## src/rtl/pixel_stream_unpacker_pkg.sv

```systemverilog
// pixel_stream_unpacker_pkg: shared video geometry, phase/pixel types and byte-lane to RGB mapping
package pixel_stream_unpacker_pkg;
  localparam int X_SIZE_DEF = 640;
  localparam int Y_SIZE_DEF = 480;
  localparam int XW = 10;
  localparam int YW = 9;
  typedef enum logic [1:0] {PH0, PH1, PH2} phase_t;
  typedef struct packed {
    logic [7:0] r;
    logic [7:0] g;
    logic [7:0] b;
  } rgb_t;
  function automatic int words_per_line(input int xs);
    return xs * 3 / 4;
  endfunction
  function automatic rgb_t lanes_to_rgb(input logic [7:0] b0, input logic [7:0] b1, input logic [7:0] b2);
    return {b2, b1, b0};
  endfunction
endpackage

```

## src/rtl/pixel_stream_unpacker_pixel_pos_counter.sv

```systemverilog
// pixel_pos_counter: x/y pixel position with line/frame wrap, stepping 1 or 2 pixels, frame restart and forced new line
module pixel_pos_counter
  import pixel_stream_unpacker_pkg::*;
#(
  parameter int X_SIZE = X_SIZE_DEF,
  parameter int Y_SIZE = Y_SIZE_DEF
) (
  input  logic          clk,
  input  logic          rst,
  input  logic          en,
  input  logic          frm,
  input  logic          nl,
  input  logic [1:0]    adv,
  output logic [XW-1:0] x,
  output logic [YW-1:0] y,
  output logic [XW-1:0] bx,
  output logic [YW-1:0] by,
  output logic          sof,
  output logic          eol
);
  logic [XW:0]   nx;
  logic [YW-1:0] ny;
  logic          wrap;
  assign bx   = frm ? '0 : x;
  assign by   = frm ? '0 : y;
  assign sof  = bx == '0 && by == '0;
  assign eol  = bx == XW'(X_SIZE - 1);
  assign nx   = {1'b0, bx} + (XW + 1)'(adv);
  assign wrap = nl || nx >= (XW + 1)'(X_SIZE);
  assign ny   = by == YW'(Y_SIZE - 1) ? '0 : by + 1'b1;
  always_ff @(posedge clk) begin
    if (rst) begin
      x <= '0;
      y <= '0;
    end else if (en) begin
      x <= wrap ? '0 : nx[XW-1:0];
      y <= wrap ? ny : by;
    end
  end
endmodule

```

## src/rtl/pixel_stream_unpacker.sv

```systemverilog
// pixel_stream_unpacker: unpacks 4-pixels-per-3-words RGB AXI4-Stream into x/y tagged pixels with framing checks
module pixel_stream_unpacker
  import pixel_stream_unpacker_pkg::*;
#(
  parameter int X_SIZE    = X_SIZE_DEF,
  parameter int Y_SIZE    = Y_SIZE_DEF,
  parameter int CNT_WIDTH = 16
) (
  input  logic                 in_stream_aclk,
  input  logic                 periph_reset,
  input  logic [31:0]          in_stream_tdata,
  input  logic [3:0]           in_stream_tkeep,
  input  logic                 in_stream_tlast,
  input  logic                 in_stream_tuser,
  input  logic                 in_stream_tvalid,
  output logic                 in_stream_tready,
  output logic [7:0]           pix_r,
  output logic [7:0]           pix_g,
  output logic [7:0]           pix_b,
  output logic [XW-1:0]        pix_x,
  output logic [YW-1:0]        pix_y,
  output logic                 pix_sof,
  output logic                 pix_eol,
  output logic                 pix_valid,
  input  logic                 pix_ready,
  output logic                 frame_done,
  output logic [CNT_WIDTH-1:0] frame_count,
  output logic [CNT_WIDTH-1:0] err_count
);
  phase_t        phase, ph;
  logic [15:0]   res;
  logic          pend_valid, pend_eol;
  rgb_t          pend_pix, p0, p1;
  logic [XW-1:0] pend_x, px, bx, bx1;
  logic [YW-1:0] pend_y, py, by;
  logic          bsof, beol, acc, free, done, sof_exp, last_exp, early, err;
  logic [7:0]    b0, b1, b2, b3;
  assign {b3, b2, b1, b0} = in_stream_tdata;
  assign free             = !pix_valid || pix_ready;
  assign in_stream_tready = !periph_reset && !pend_valid && free;
  assign acc              = in_stream_tvalid && in_stream_tready;
  assign done             = pix_valid && pix_ready && pix_x == XW'(X_SIZE - 1) && pix_y == YW'(Y_SIZE - 1);
  assign sof_exp          = phase == PH0 && px == '0 && py == '0;
  assign ph               = in_stream_tuser ? PH0 : phase;
  assign last_exp         = ph == PH2 && bx == XW'(X_SIZE - 2);
  assign early            = in_stream_tlast && !last_exp;
  assign err              = in_stream_tuser != sof_exp || in_stream_tlast != last_exp || in_stream_tkeep != 4'hF;
  assign bx1              = bx + 1'b1;
  assign p1               = lanes_to_rgb(b1, b2, b3);
  always_comb
    p0 = ph == PH0 ? lanes_to_rgb(b0, b1, b2) :
         ph == PH1 ? lanes_to_rgb(res[7:0], b0, b1) : lanes_to_rgb(res[7:0], res[15:8], b0);
  pixel_pos_counter #(.X_SIZE(X_SIZE), .Y_SIZE(Y_SIZE)) u_pos (
    .clk(in_stream_aclk),
    .rst(periph_reset),
    .en (acc),
    .frm(in_stream_tuser),
    .nl (early),
    .adv(ph == PH2 ? 2'd2 : 2'd1),
    .x  (px),
    .y  (py),
    .bx (bx),
    .by (by),
    .sof(bsof),
    .eol(beol)
  );
  always_ff @(posedge in_stream_aclk) begin
    if (periph_reset) begin
      phase       <= PH0;
      res         <= '0;
      pend_valid  <= 1'b0;
      pend_pix    <= '0;
      pend_x      <= '0;
      pend_y      <= '0;
      pend_eol    <= 1'b0;
      {pix_r, pix_g, pix_b} <= '0;
      pix_x       <= '0;
      pix_y       <= '0;
      pix_sof     <= 1'b0;
      pix_eol     <= 1'b0;
      pix_valid   <= 1'b0;
      frame_done  <= 1'b0;
      frame_count <= '0;
      err_count   <= '0;
    end else begin
      frame_done <= done;
      if (done && frame_count != '1) frame_count <= frame_count + 1'b1;
      if (acc && err && err_count != '1) err_count <= err_count + 1'b1;
      if (acc) begin
        phase      <= (early || ph == PH2) ? PH0 : phase_t'(ph + 2'd1);
        res        <= ph == PH1 ? in_stream_tdata[31:16] : {8'h00, b3};
        {pix_r, pix_g, pix_b} <= p0;
        pix_x      <= bx;
        pix_y      <= by;
        pix_sof    <= bsof;
        pix_eol    <= beol;
        pix_valid  <= 1'b1;
        pend_valid <= ph == PH2;
        pend_pix   <= p1;
        pend_x     <= bx1;
        pend_y     <= by;
        pend_eol   <= bx1 == XW'(X_SIZE - 1);
      end else if (pend_valid && free) begin
        {pix_r, pix_g, pix_b} <= pend_pix;
        pix_x      <= pend_x;
        pix_y      <= pend_y;
        pix_sof    <= 1'b0;
        pix_eol    <= pend_eol;
        pix_valid  <= 1'b1;
        pend_valid <= 1'b0;
      end else if (pix_ready) begin
        pix_valid  <= 1'b0;
      end
    end
  end
endmodule

```

## config.mk

```make
export PLATFORM = sky130hd
export DESIGN_NAME = pixel_stream_unpacker
export DESIGN_NICKNAME = d
export VERILOG_FILES = /design/src/rtl/pixel_stream_unpacker_pkg.sv /design/src/rtl/pixel_stream_unpacker_pixel_pos_counter.sv /design/src/rtl/pixel_stream_unpacker.sv
export SDC_FILE = /design/constraint.sdc
export NUM_CORES = 1
export LEC_CHECK = 0
export BUFFER_PORTS_ARGS = -buffer_cell sky130_fd_sc_hd__clkbuf_2
export CAP_MARGIN = 20
export CORE_MARGIN = 10
export CORE_UTILIZATION = 45
export DETAILED_ROUTE_END_ITERATION = 10
export PLACE_DENSITY = 0.66
export SLEW_MARGIN = 40
export SYNTH_ARGS = -nofsm -noshare
export SYNTH_HDL_FRONTEND = slang
export SYNTH_SLANG_ARGS = --single-unit
export TNS_END_PERCENT = 1
```

## constraint.sdc

```tcl
create_clock -name in_stream_aclk -period 4.6 [get_ports in_stream_aclk]
set_input_delay 0.92 -clock in_stream_aclk [delete_from_list [all_inputs] [get_ports in_stream_aclk]]
set_output_delay 0.92 -clock in_stream_aclk [all_outputs]
set_load 0.005 [all_outputs]
```

# Word level (Yosys, flattened, before mapping)
# Index checks and enable logic that the tools add are counted.
# W data, S select, Z words.
# classes
eq_ne	13
add_sub_neg	6
order_cmp	1
reduce_logical	32
muxes	29
# op_table
operator	count
$mux W24	2
$mux W8	6
$mux W9	5
$eq A10 B10 Y1 const B	4
$mux W10	4
$add A16 B1 Y16 const B	2
$ne A16 B16 Y1 const B	2
$logic_not A10 Y1	2
$eq A9 B9 Y1 const B	2
$logic_not A9 Y1	2
$mux W16	1
$logic_and A1 B1 Y1	15
$add A10 B2 Y11	1
$ge A11 B10 Y1 const B	1
$add A10 B1 Y10 const B	1
$add A9 B1 Y9 const B	1
$mux W1	8
$mux W2	3
$logic_or A1 B1 Y1	5
$logic_not A1 Y1	4
$logic_not A2 Y1	2
$ne A4 B4 Y1 const B	1
$reduce_bool A3 Y1	1
$add A2 B1 Y2 const B	1
4 further kinds	5
# word_totals
word_cells	103
ff_bits	161
out_inout_bits	80

# Longest topological paths before layout
# Gate-level depths: netlist of run 1.
# depth
ltp_word	8
depth_mapped	17
mapped_depth_nobuf	14

# Hierarchy
# From an unflattened synthesis of run 1, not the netlist that was laid out.
# unflattened
hier_cells	960
area_unflattened_um2	8095.3
# by_module_without_submodules
module	cells_per_inst	area_each_um2	n_inst
pixel_stream_unpacker	766	6596.3	1
pixel_pos_counter	194	1498.9	1

# Worst setup path after synthesis of run 1
# Ideal clock, no wire load.
# synth_timing
kind	input to register
start	in in_stream_tuser
end	reg u_pos.x[9]
path_slack_ns	0.426
path_stages	15
t_arrival_ns	4.060
setup_ns	0.114
path_cell_list	clkbuf_1 > buf_1 > nor2b_1 > inv_1 > ha_1 > inv_1 > ha_1 > fa_1 > a2111oi_0 > xnor2_1 > o221ai_1 > buf_2 > nand2b_1 > o22ai_1 > a21o_1
# synth_via
elab_chain_len	7
elab_cells_between_ends	12
cone_classes	add/sub: 1; order compare: 1; eq/ne: 2; mux: 4; reduce/logical: 4
# synth_lines
item	line	rtl
start: declaration	pixel_stream_unpacker.sv:14	input logic in_stream_tuser,
$mux W2 / $mux W10 (equally long branches)	pixel_stream_unpacker.sv:44, pixel_stream_unpacker_pixel_pos_counter.sv:24	
$eq A2 B2 Y1 / $eq A10 B10 Y1 (equally long branches)	pixel_stream_unpacker.sv:45, pixel_stream_unpacker.sv:59	
$mux W2 / $logic_and A1 B1 Y1 (equally long branches)	pixel_stream_unpacker.sv:59, pixel_stream_unpacker.sv:45	
$add A10 B2 Y11 / $logic_not A1 Y1 (equally long branches)	pixel_stream_unpacker_pixel_pos_counter.sv:28, pixel_stream_unpacker.sv:46	
$ge A11 B10 Y1 / $logic_and A1 B1 Y1 (equally long branches)	pixel_stream_unpacker_pixel_pos_counter.sv:29, pixel_stream_unpacker.sv:46	
$logic_or A1 B1 Y1	pixel_stream_unpacker_pixel_pos_counter.sv:29	assign wrap = nl || nx >= (XW + 1)'(X_SIZE);
$mux W10 (*)	pixel_stream_unpacker_pixel_pos_counter.sv:36	x <= wrap ? '0 : nx[XW-1:0];
end signal: assignment	pixel_stream_unpacker_pixel_pos_counter.sv:36	
end: declaration	pixel_stream_unpacker_pixel_pos_counter.sv:14	output logic [XW-1:0] x,
# Mark *: on every way between the ends. The rest lies on a longest branch, timed or not.
# A chain may end at the register's enable or synchronous reset.

# Worst setup path after layout of run 1
# layout_timing
start	in in_stream_tuser
end	reg u_pos.x[6]
# The elaborated chain is that of the path after synthesis.

==> results of run 1 <==
-- worst max-delay path, stage by stage --
cell	delay, ns
clkbuf_2	0.12
inv_1	0.07
nand2_1	0.12
inv_1	0.09
ha_1	0.32
inv_1	0.08
ha_1	0.22
fa_1	0.48
a2111oi_0	0.50
xnor2_1	0.18
o221ai_1	0.15
buf_4	0.21
buf_4	0.17
nor4b_1	0.26
o21ai_0	0.13
o31ai_1	0.11
-- final cells by class --
| type | instances | area [µm²] | share of cell area, % |
|---|---|---|---|
| multi-input cells | 699 | 4370 | 47.0 |
| flip-flops and latches | 161 | 3220 | 34.7 |
| repair buffers | 135 | 733 | 7.89 |
| clock buffers | 19 | 443 | 4.77 |
| well taps | 225 | 282 | 3.03 |
| clock inverters | 13 | 185 | 1.99 |
| inverters | 15 | 56.3 | 0.606 |
-- flip-flops by register name (all words and copies together) (netlist names) --
signal,cells
phase,2
err_count,16
pend_pix,24
pix_valid,1
pend_y,9
pix_x,10
pend_eol,1
pend_valid,1
res,16
u_pos.y,9
frame_count,16
pix_y,9
pend_x,10
pix_b,8
pix_g,8
pix_eol,1
pix_r,8
pix_sof,1
frame_done,1
u_pos.x,10
-- worst min-delay path by stage --
stage	from	slack [ns]	end
after floorplan	pend_x[0]$_SDFFE_PP0P_	0.43	pend_x[0]$_SDFFE_PP0P_
after global placement	pend_x[0]$_SDFFE_PP0P_	0.44	pend_x[0]$_SDFFE_PP0P_
after detailed placement	pend_x[0]$_SDFFE_PP0P_	0.45	pend_x[0]$_SDFFE_PP0P_
after CTS	pend_pix[0]$_SDFFE_PP0P_	0.45	pend_pix[0]$_SDFFE_PP0P_
after global routing	pend_pix[13]$_SDFFE_PP0P_	0.47	pend_pix[13]$_SDFFE_PP0P_
final	pend_pix[15]$_SDFFE_PP0P_	0.45	pend_pix[15]$_SDFFE_PP0P_
-- through the flow --
stage / total power [µW] / setup slack [ns]
2_1_floorplan: 1650 / 0.426
3_3_place_gp: 1750 / 0.522
3_5_place_dp: 1760 / 0.369
4_1_cts: 3260 / 0.807
5_1_grt: 3360 / 0.391
6_report: 3240 / 0.782
-- logic make-up after synthesis --
family,count (synthesis)
simple gates,384
compound gates,190
flops,161
buf+inv,86
mux,75
xor+xnor,35
fa+ha+maj,15
-- metal layers --
metal  global-route usage (%)  wire, µm  vias up
met5                        0         0        -
met4                     5.14       301        0
met3                     5.48      1440       24
met2                     27.9      9710      193
met1                     25.2     10400     3316
li1                         -         -     3541
-- report_power, final --
group / switching [µW] / leakage, µW / internal (µW)
clock: 584 / 0.000303 / 924
sequential: 32.9 / 0.00131 / 1440
combinational: 157 / 0.00208 / 96.8
total: 773 / 0.00370 / 2460
-- cell usage after synthesis (2+ instances only) --
library cell	count	area share, %
or3_1	8	0.63
inv_1	14	0.67
a21o_1	5	0.48
o21ai_0	15	0.95
nand4_1	13	1.0
ha_1	14	2.2
nor3_1	21	1.3
and4_1	5	0.56
o2111ai_1	2	0.22
nand3_1	39	2.5
nor4_1	14	1.1
a211oi_1	73	6.9
and2_1	4	0.32
nor2_1	104	4.9
mux2_2	6	0.86
buf_1	7	0.33
mux2i_1	69	8.8
nand3b_1	2	0.19
nand2b_1	6	0.48
o21a_1	4	0.38
xor2_1	13	1.4
a21oi_1	67	4.3
dfxtp_1	161	41
nand4b_1	2	0.22
a211o_1	2	0.22
o32ai_1	2	0.22
buf_2	3	0.19
a22oi_1	2	0.19
a41oi_1	4	0.44
and3_1	5	0.40
nand2_1	123	5.9
nor2b_1	23	1.8
clkbuf_1	60	2.9
a31oi_1	5	0.40
xnor2_1	22	2.4
nor4b_1	6	0.67
o31ai_1	3	0.29
==> run metrics, run 1 <==
outcome=complete, no violations; Die H=152 µm; clock sinks=161; commonest cells after routing, fill and taps aside=161 x dfxtp_1, 122 x nand2_1, 120 x clkbuf_2; # rows=48; # placed instances=between 1000 and 1500; Setup TNS=0 ns; CTS Buf Count=17; Synth Flop Type=dfxtp_1; Worst Tran Pin Value=0.870 ns; Finish-stage setup viols=0; DPL Wire Length=about 15000 µm; Layout Skew=between 0.01 and 0.015 ns; Die X=roughly 150 µm; Yosys cell types=55; WHS=approximately 0.45 ns; syn_nets=~1000; Static Leak=about 0.0037 µW; cell count after synthesis=946; boundary pin count=around 120; maximum root-to-sink buffer count=2; CTS tree=built; RR Startpoint=phase[0]$_SDFFE_PP0P_; drt drc=0; Clock Latency Late Sink=about 0.43 ns; worst setup path end=u_pos.x[6]$_SDFFE_PP0P_; Achievable Freq=262 MHz; Die ar.=between 0.02 and 0.025 mm²; commonest non-fill, non-tap cell in the layout=dfxtp_1; GP Congestion=~0.90; final core occ=53.9%; EDFF count, synth=0; Worst-path clk slew=around 0.07 ns; launch point of the critical path=in_stream_tuser; Non-Filler Instances=between 1000 and 1500; relative slew slack=41.2%; number of global-route vias before repair=slightly below 7000; max-cap violation count=0; Hold Vio Cnt, Final=0; multiplexer share of the synthesized area=under 10%; synth warn=0; VDD IR-drop max=roughly 0.00031 V; share of cells above drive strength 1=17.8%; drt pass-1 iters=5; Post-Synth Adder-Cell Area=2.47%; Post-Syn Area=around 0.008 mm²; Synth Area in Compound Gates=between 15 and 20%; maximum number of pins on one net before global-route repair=96; synthesized area per cell=roughly 8.3 µm²; asr flop ratio synth=0%; antenna-violating nets left=0; Hold Path Depth=2; post-synthesis xor/xnor area fraction=under 10%; input/output buffers=121; cell depth of the worst flop-to-flop path=14; GRT overflow=0; pwr/cell area=about 350 mW/mm²; CP Launch Type=input port; Overall Global Routing Usage=approximately 19%; RSZ-0062 raised after global routing=no; fillcell total=~1600; RR Endpoint=u_pos.x[6]$_SDFFE_PP0P_; Seq/Total Area, Yosys=roughly 41%; DR vias/cell=between 5 and 6; post-CTS setup buffer count=0; FF+latch count, synth=~160; Setup Crit Path Kind=input port to flip-flop; hold_buf cts=0; CP max FO=15; Clock Tree Root=clkbuf_16; Crit. End Element=flip-flop; initial core utilization=between 40% and 50%; core box area=around 0.017 mm²; Layout area overhead=17.8%; path type of the worst min-delay path=flip-flop to flip-flop; worst endpoint data arrival time=approximately 4.2 ns; number of antenna violations at the first check in global routing=0; n_diodes=0; Final Cell Area=about 0.0093 mm²; Worst EP required=just under 5 ns; fin crit share=83.0%; placed cell areas=between 0.008 and 0.009 mm²; first-pass GRT wire length=about 37000 µm; Post-Synth Simple-Gate Area=between 20% and 30%; post-DR wirelength/cell=~17 µm; fin. max-slew vios=0; Post-CTS Resized=0; Max H-tree Level=4; routed wire length=~22000 µm; FF-to-FF setup slack=between 1 and 1.5 ns; Via Count=between 7000 and 8000; nets@finish=between 1000 and 1500; First DRT Iteration DRCs=between 400 and 500; Final Critical Period=roughly 3.8 ns; combinational family with the most area after synthesis=simple AND/OR/NAND/NOR gates
No activity file was read; power rests on OpenSTA's default activity.
==> inputs of run 2 (changes only) <==
--- a/config.mk
+++ b/config.mk
@@ -5,12 +5,13 @@
 export SDC_FILE = /design/constraint.sdc
 export NUM_CORES = 1
 export LEC_CHECK = 0
+export ABC_AREA = 1
 export BUFFER_PORTS_ARGS = -buffer_cell sky130_fd_sc_hd__clkbuf_2
 export CAP_MARGIN = 20
 export CORE_MARGIN = 10
 export CORE_UTILIZATION = 45
 export DETAILED_ROUTE_END_ITERATION = 10
-export PLACE_DENSITY = 0.66
+export PLACE_DENSITY = 0.65
 export SLEW_MARGIN = 40
 export SYNTH_ARGS = -nofsm -noshare
 export SYNTH_HDL_FRONTEND = slang
==> constraint.sdc (replaced) <==
create_clock -name in_stream_aclk -period 3.57 [get_ports in_stream_aclk]
set_input_delay 0.714 -clock in_stream_aclk [delete_from_list [all_inputs] [get_ports in_stream_aclk]]
set_output_delay 0.714 -clock in_stream_aclk [all_outputs]
set_load 0.005 [all_outputs]
==> run metrics, run 2 <==
routed wire length=24400 µm (+11%); Clock Tree Root=clkbuf_16; Via Count=8230 (+16%); multiplexer share of the synthesized area=0% (-9.6 points); post-CTS setup buffer count=0 (unchanged); CTS tree=built; worst path cell trace=clkbuf_2, nor2_1, inv_1, ha_1, inv_1, ha_1, fa_1, inv_1, nor2_4, nand3_1, nand2_1, nand2_1, nand2_1, nand2_4, nand2_8, inv_8, nand2_8, inv_4, nand2_1, nand2_1; Worst Tran Pin Value=0.785 ns (-0.0845 ns); post-DR wirelength/cell=16.0 µm (-7.1%); syn_nets=1243 (+24%); Synth Flop Type=dfxtp_1; most numerous cell in the Yosys netlist=nand2_1; Setup Crit Path Kind=input port to flip-flop; Post-Synth Adder-Cell Area=2.34% (-0.14 points); Post-Synth Simple-Gate Area=30.1% (+6.7 points); VDD IR-drop max=0.000334 V (+6.1%); max incr delay on CP=0.42 ns (-0.08 ns); RR Endpoint=u_pos.x[9]$_SDFFE_PP0P_; synth warn=0 (unchanged); Crit path top cell by count=nand2_1; combinational family with the most area after synthesis=simple AND/OR/NAND/NOR gates; DPL Wire Length=17100 µm (+12%); RR Startpoint=u_pos.x[1]$_SDFFE_PP0P_; GRT overflow=0 (unchanged); drt drc=0 (unchanged); outcome=complete, no violations; CP Launch Type=input port; Die ar.=0.0244 mm² (+5.1%); Critical-path top delay cell=fa_1; clock sinks=161 (unchanged); Worst EP required=3.95 ns (-0.98 ns); Final Critical Period=approximately 2.8 ns; number of global-route vias before repair=7760 (+14%); Post-Syn Area=0.00835 mm² (+5.8%); Post-CTS Resized=0 (unchanged); asr flop ratio synth=0% (unchanged); Largest Register=pend_pix; drt pass-1 iters=6 (+1); Layout Skew=0.00948 ns (-0.00444 ns); Layout area overhead=16.0%; input/output buffers=121 (unchanged); # rows=49 (+2.1%); Crit. End Element=flip-flop; fin. max-slew vios=0 (unchanged); path type of the worst min-delay path=flip-flop to flip-flop; Worst Hold Launch=u_pos.y[8]$_SDFFE_PP0P_; fillcell total=1796 (+9.5%); initial core utilization=46.2% (+0.40 points); commonest cells after routing, fill and taps aside=292 x nand2_1, 161 x dfxtp_1, 121 x clkbuf_2; cell depth of the worst flop-to-flop path=16 (+2); n_diodes=0 (unchanged); hold_buf cts=0 (unchanged); Hold Path Depth=2 (unchanged); First DRT Iteration DRCs=492 (-1.0%); max-cap violation count=0 (unchanged); Setup TNS=0 ns (unchanged); leading area contributor after synthesis=dfxtp_1; Hold Vio Cnt, Final=0 (unchanged); RSZ-0062 raised after global routing=no; Yosys cell types=46 (-16%); CTS Buf Count=17 (unchanged); GP Congestion=0.932 (+3.3%); core box area=0.0181 mm² (+4.9%); Hold EP=u_pos.y[8]$_SDFFE_PP0P_; nets@finish=1334 (+23%); Worst-path clk slew=0.07 ns (about the same); share of cells above drive strength 1=17.2% (-0.55 points); maximum root-to-sink buffer count=2 (unchanged); Max H-tree Level=4 (unchanged); EDFF count, synth=0 (unchanged); DR vias/cell=5.42 (-3.0%); top post-synthesis cells by area=dfxtp_1 39%, nand2_1 13%, a21oi_1 5.4%, nand3_1 5.0%, inv_1 4.9%; Die H=156 µm (+2.5%); maximum number of pins on one net before global-route repair=86 (-10%); Overall Global Routing Usage=19.7% (+1.1 points); Reg area=0.00322 mm² (unchanged); final core occ=53.6% (-0.33 points); Achievable Freq=359 MHz; fin crit share=between 70% and 80%; CP max FO=10 (-5); number of antenna violations at the first check in global routing=0 (unchanged); synth cell count leaders=294 x nand2_1, 161 x dfxtp_1, 108 x inv_1; worst endpoint data arrival time=3.17 ns (-0.98 ns); Largest register FFs=24 (unchanged); FF-to-FF setup slack=0.91 ns (-0.15 ns); Synth Area in Compound Gates=15.9% (+0.29 points); Clock Latency Late Sink=0.44 ns (about the same); multi-input logic area=0.00436 mm² (about the same); pwr/cell area=434 mW/mm² (+25%); antenna-violating nets left=0 (unchanged); synthesized area per cell=7.04 µm² (-16%); cell count after synthesis=1186 (+25%); Seq/Total Area, Yosys=38.6% (-2.3 points); boundary pin count=122 (unchanged); commonest non-fill, non-tap cell in the layout=nand2_1; Finish-stage setup viols=0 (unchanged); FF+latch count, synth=161 (unchanged); post-synthesis xor/xnor area fraction=3.88% (-0.0045 points); Die X=156 µm (+2.5%); first-pass GRT wire length=39500 µm (+8.3%); Static Leak=0.00405 µW (+9.5%); relative slew slack=47.6% (+6.5 points); Yosys top cell area share=38.6% (-2.3 points)
run 2: changes by cell type after synthesis, sizes merged, moves of 28 or more:
cell and delta:
a31oi +28, mux2i -69, nand3 +50, inv +100
a211oi -73, nand2 +181, o21ai +71
run 2: how the worst max path moves through the flow:
| stage | startpoint | endpoint | slack [ns] | depth (start not counted) |
|---|---|---|---|---|
| 6_report | in_stream_tuser | u_pos.x[9]$_SDFFE_PP0P_ | 0.79 | 20 |
| 5_1_grt | in_stream_tuser | u_pos.x[0]$_SDFFE_PP0P_ | 0.54 | 20 |
| 4_1_cts | in_stream_tuser | u_pos.x[9]$_SDFFE_PP0P_ | 0.82 | 20 |
| 3_5_place_dp | in_stream_tuser | u_pos.x[9]$_SDFFE_PP0P_ | 0.37 | 20 |
| 3_3_place_gp | in_stream_tuser | u_pos.x[9]$_SDFFE_PP0P_ | 0.47 | 20 |
| 2_1_floorplan | in_stream_tuser | u_pos.x[9]$_SDFFE_PP0P_ | 0.56 | 21 |
run 2: cell families (layout without fill, tap and decap cells):
kind of cell,count (synthesis),in the layout
XOR/XNOR,37,37
buffers and inverters,180,284
flip-flops,161,161
AO/OA/AOI/OAI,239,239
AND/OR/NAND/NOR,554,554
adder cells (fa/ha/maj),15,15
run 2: worst max-delay path, delay by kind of cell:
| kind | cells | cell delay (ns) |
|---|---|---|
| and+or+nand+nor | 11 | 0.88 |
| buffers and inverters | 6 | 0.65 |
| adders and majority gates | 3 | 0.90 |
run 2: power breakdown:
part / switching [µW] / internal [µW] / leakage [µW]
logic: 257 / 128 / 0.00243
registers: 37.3 / 1860 / 0.00131
clock network: 854 / 1070 / 0.000305
run 2: metrics by stage:
| step | hold WS [ns] | worst slack, ns | power (µW) | instance area (µm²) | std cells |
|---|---|---|---|---|---|
| detailed placement | 0.444 | 0.366 | 2330 | 9070 | 1487 |
| floorplan | 0.426 | 0.562 | 2180 | 8350 | 1186 |
| finish | 0.457 | 0.786 | 4210 | 9690 | 1519 |
| CTS | 0.457 | 0.822 | 4240 | 9690 | 1519 |
| global placement | 0.439 | 0.466 | 2320 | 9070 | 1487 |
| global route | 0.471 | 0.541 | 4370 | 9690 | 1519 |
run 2: area by class of cell:
cell class,count,area share [%]
clock inverter,15,2.00
tap,229,2.96
multi-input combinational,845,45.1
sequential,161,33.3
clock buffer,17,4.39
inverter,116,4.65
timing repair buffer,136,7.67
run 2: routing by layer:
layer	routed length [µm]	GRT usage, %
met4	436	7.01
met2	11500	32.5
met3	1630	4.55
met5	0	0
met1	10800	24.5
==> inputs of run 3 (changes only) <==
--- a/config.mk
+++ b/config.mk
@@ -5,13 +5,13 @@
 export SDC_FILE = /design/constraint.sdc
 export NUM_CORES = 1
 export LEC_CHECK = 0
-export ABC_AREA = 1
+export ABC_AREA = 0
 export BUFFER_PORTS_ARGS = -buffer_cell sky130_fd_sc_hd__clkbuf_2
 export CAP_MARGIN = 20
 export CORE_MARGIN = 10
 export CORE_UTILIZATION = 45
 export DETAILED_ROUTE_END_ITERATION = 10
-export PLACE_DENSITY = 0.65
+export PLACE_DENSITY = 0.68
 export SLEW_MARGIN = 40
 export SYNTH_ARGS = -nofsm -noshare
 export SYNTH_HDL_FRONTEND = slang
==> constraint.sdc (replaced) <==
create_clock -name in_stream_aclk -period 2.45 [get_ports in_stream_aclk]
set_input_delay 0.49 -clock in_stream_aclk [delete_from_list [all_inputs] [get_ports in_stream_aclk]]
set_output_delay 0.49 -clock in_stream_aclk [all_outputs]
set_load 0.005 [all_outputs]
==> run metrics, run 3 (synthesis results as in run 1) <==
share of cells above drive strength 1=27.5% (+10 points); relative slew slack=55.2% (+7.6 points); Final Critical Period=roughly 2.8 ns; number of antenna violations at the first check in global routing=0 (unchanged); CP top delay family=simple AND/OR/NAND/NOR gates; VDD IR-drop max=0.000547 V (+64%); Die ar.=0.0232 mm² (-4.8%); clock sinks=161 (unchanged); Clock Tree Root=clkbuf_16; Critical-path top delay cell=nor4_2; n_diodes=0 (unchanged); worst path cell trace=nor2b_4, inv_2, ha_4, inv_2, ha_4, fa_2, buf_6, nand4_1, nor4_2, nor3_1, o221ai_2, buf_4, buf_6, nand2b_4, o22ai_1, a21o_1; Achievable Freq=361 MHz; final worst slack=-0.324 ns (-1.11 ns); fillcell total=1492 (-17%); Overall Global Routing Usage=18.8% (-0.90 points); Net Switching=1530 µW (+33%); GP Congestion=0.962 (+3.2%); Crit. End Element=flip-flop; drt drc=0 (unchanged); pwr/cell area=574 mW/mm² (+32%); Clk network pwr share=43.6% (-2.1 points); First DRT Iteration DRCs=351 (-29%); CTS Buf Count=17 (unchanged); Largest register FFs=24 (unchanged); commonest cells after routing, fill and taps aside=158 x dfxtp_1, 120 x clkbuf_2, 119 x nand2_1; Clock Latency Late Sink=0.42 ns (-0.02 ns); DPL Wire Length=15800 µm (-7.1%); multi-input logic area=0.00458 mm² (+5.0%); CTS tree=built; # rows=48 (-2.0%); input/output buffers=121 (unchanged); Die X=152 µm (-2.4%); DR vias/cell=5.50 (+1.6%); number of global-route vias before repair=7091 (-8.6%); outcome=finished, violations left; antenna-violating nets left=0 (unchanged); nets@finish=1179 (-12%); post-DR wirelength/cell=16.8 µm (+4.9%); Max H-tree Level=4 (unchanged); first-pass GRT wire length=36800 µm (-7.0%); path type of the worst min-delay path=input port to flip-flop; commonest non-fill, non-tap cell in the layout=dfxtp_1; max incr delay on CP=0.35 ns (-0.07 ns); maximum number of pins on one net before global-route repair=145 (+69%); CP max FO=5 (-5); worst endpoint data arrival time=3.10 ns (-0.07 ns); fin. max-slew vios=0 (unchanged); Int Pwr=4350 µW (+42%); Layout area overhead=29.9%; Finish-stage setup viols=35 (+35); Worst-path clk slew=0.07 ns (about the same); hold_buf cts=0 (unchanged); max-cap violation count=0 (unchanged); Setup Crit Path Kind=flip-flop to flip-flop; CP Launch Type=flip-flop; Static Leak=0.00423 µW (+4.6%); core box area=0.0172 mm² (-4.7%); initial core utilization=45.8% (-0.40 points); RSZ-0062 raised after global routing=yes; Bufs and invs on worst path=5 (-1); routed wire length=22900 µm (-6.0%); failing checks=setup timing; boundary pin count=122 (unchanged); Layout Skew=0.00787 ns (-0.00161 ns); fin crit share=113%; Comb power frac=9.5% (+0.3 points); post-placement setup slack=-0.889 ns (-1.26 ns); drt pass-1 iters=5 (-1); sw frac=26.0% (-1.3 points); Worst Tran Pin Value=0.671 ns (-0.114 ns); Hold Vio Cnt, Final=0 (unchanged); Die H=152 µm (-2.4%); Reg area=0.00323 mm² (+0.19%); maximum root-to-sink buffer count=2 (unchanged); Worst EP required=2.77 ns (-1.18 ns); WHS=0.313 ns (-0.143 ns); Via Count=7483 (-9.1%); sequential share of power=46.9% (+1.8 points); GRT overflow=0 (unchanged); Largest Register=pend_pix
[run 3: changes by cell type in the layout (fill, tap and decap cells not counted), sizes merged, moves of 28 or more]
cell    delta
inv      -104
a211oi    +73
nand2    -181
o21ai     -71
nand3     -50
a31oi     -28
buf       +93
mux2i     +69
[run 3: worst register-to-register path, stage by stage, from the launching register on]
cell and delay, ns:
dfxtp_2 0.33, nor2b_4 0.15, inv_2 0.06, ha_4 0.17, inv_2 0.06, ha_4 0.13, fa_2 0.25, buf_6 0.12
nand4_1 0.13, nor4_2 0.35, nor3_1 0.10, o221ai_2 0.18, buf_4 0.18, buf_6 0.10, nand2b_4 0.11, o22ai_1 0.07
a21o_1 0.20
[run 3: worst paths after layout]
check	end	slack (ns)	from	depth (start not counted)
worst max-delay path	u_pos.x[9]$_SDFFE_PP0P_	-0.32	phase[0]$_SDFFE_PP0P_	16
worst min-delay path	pend_pix[12]$_SDFFE_PP0P_	0.31	in_stream_tdata[20]	3
worst max register to register	u_pos.x[9]$_SDFFE_PP0P_	-0.32	phase[0]$_SDFFE_PP0P_	16
worst min register to register	res[8]$_SDFFE_PP0P_	0.45	res[8]$_SDFFE_PP0P_	2
[run 3: per-layer routing]
metal  up-vias  GRT usage [%]  wire [µm]
li1       3713              -          -
met1      3538           24.9      10700
met2       212           29.6      10600
met3        20           5.36       1420
met4         0           3.90        241
met5         -              0          0
[run 3: timing repair]
item | 4_1_cts | 5_1_grt
resized for setup | 28 | 18
setup endpoints to repair | 35 | 38
setup buffers | 4 | 3
endpoints found under the hold margin | 0 | 0
pin swaps | 23 | 13
[run 3: power groups by stage]
stage | Combinational [µW] | Sequential (µW) | Clock, µW
2_1_floorplan | 302 | 2810 | 0
3_3_place_gp | 525 | 2810 | 0
3_5_place_dp | 531 | 2820 | 0
4_1_cts | 549 | 2760 | 2600
5_1_grt | 610 | 2770 | 2710
6_report | 557 | 2760 | 2560
[run 3: through the flow]
step	TNS [ns]	area (µm²)	std cells	power [µW]	util [%]
6_report	-7.05	10200	1360	5880	59.4
3_5_place_dp	-24.12	9460	1323	3350	54.9
3_3_place_gp	-22.32	9460	1323	3340	54.9
5_1_grt	-10.47	10200	1360	6080	59.4
2_1_floorplan	-14.55	8010	946	3110	-
4_1_cts	-5.58	10100	1358	5910	58.8
[run 3: area by class of cell]
| cell class | count | share of cell area, % |
|---|---|---|
| multi-input combinational | 699 | 44.7 |
| sequential | 161 | 31.5 |
| timing repair buffer | 228 | 14.9 |
| clock buffer | 18 | 4.19 |
| tap | 225 | 2.75 |
| clock inverter | 14 | 1.31 |
| inverter | 15 | 0.599 |
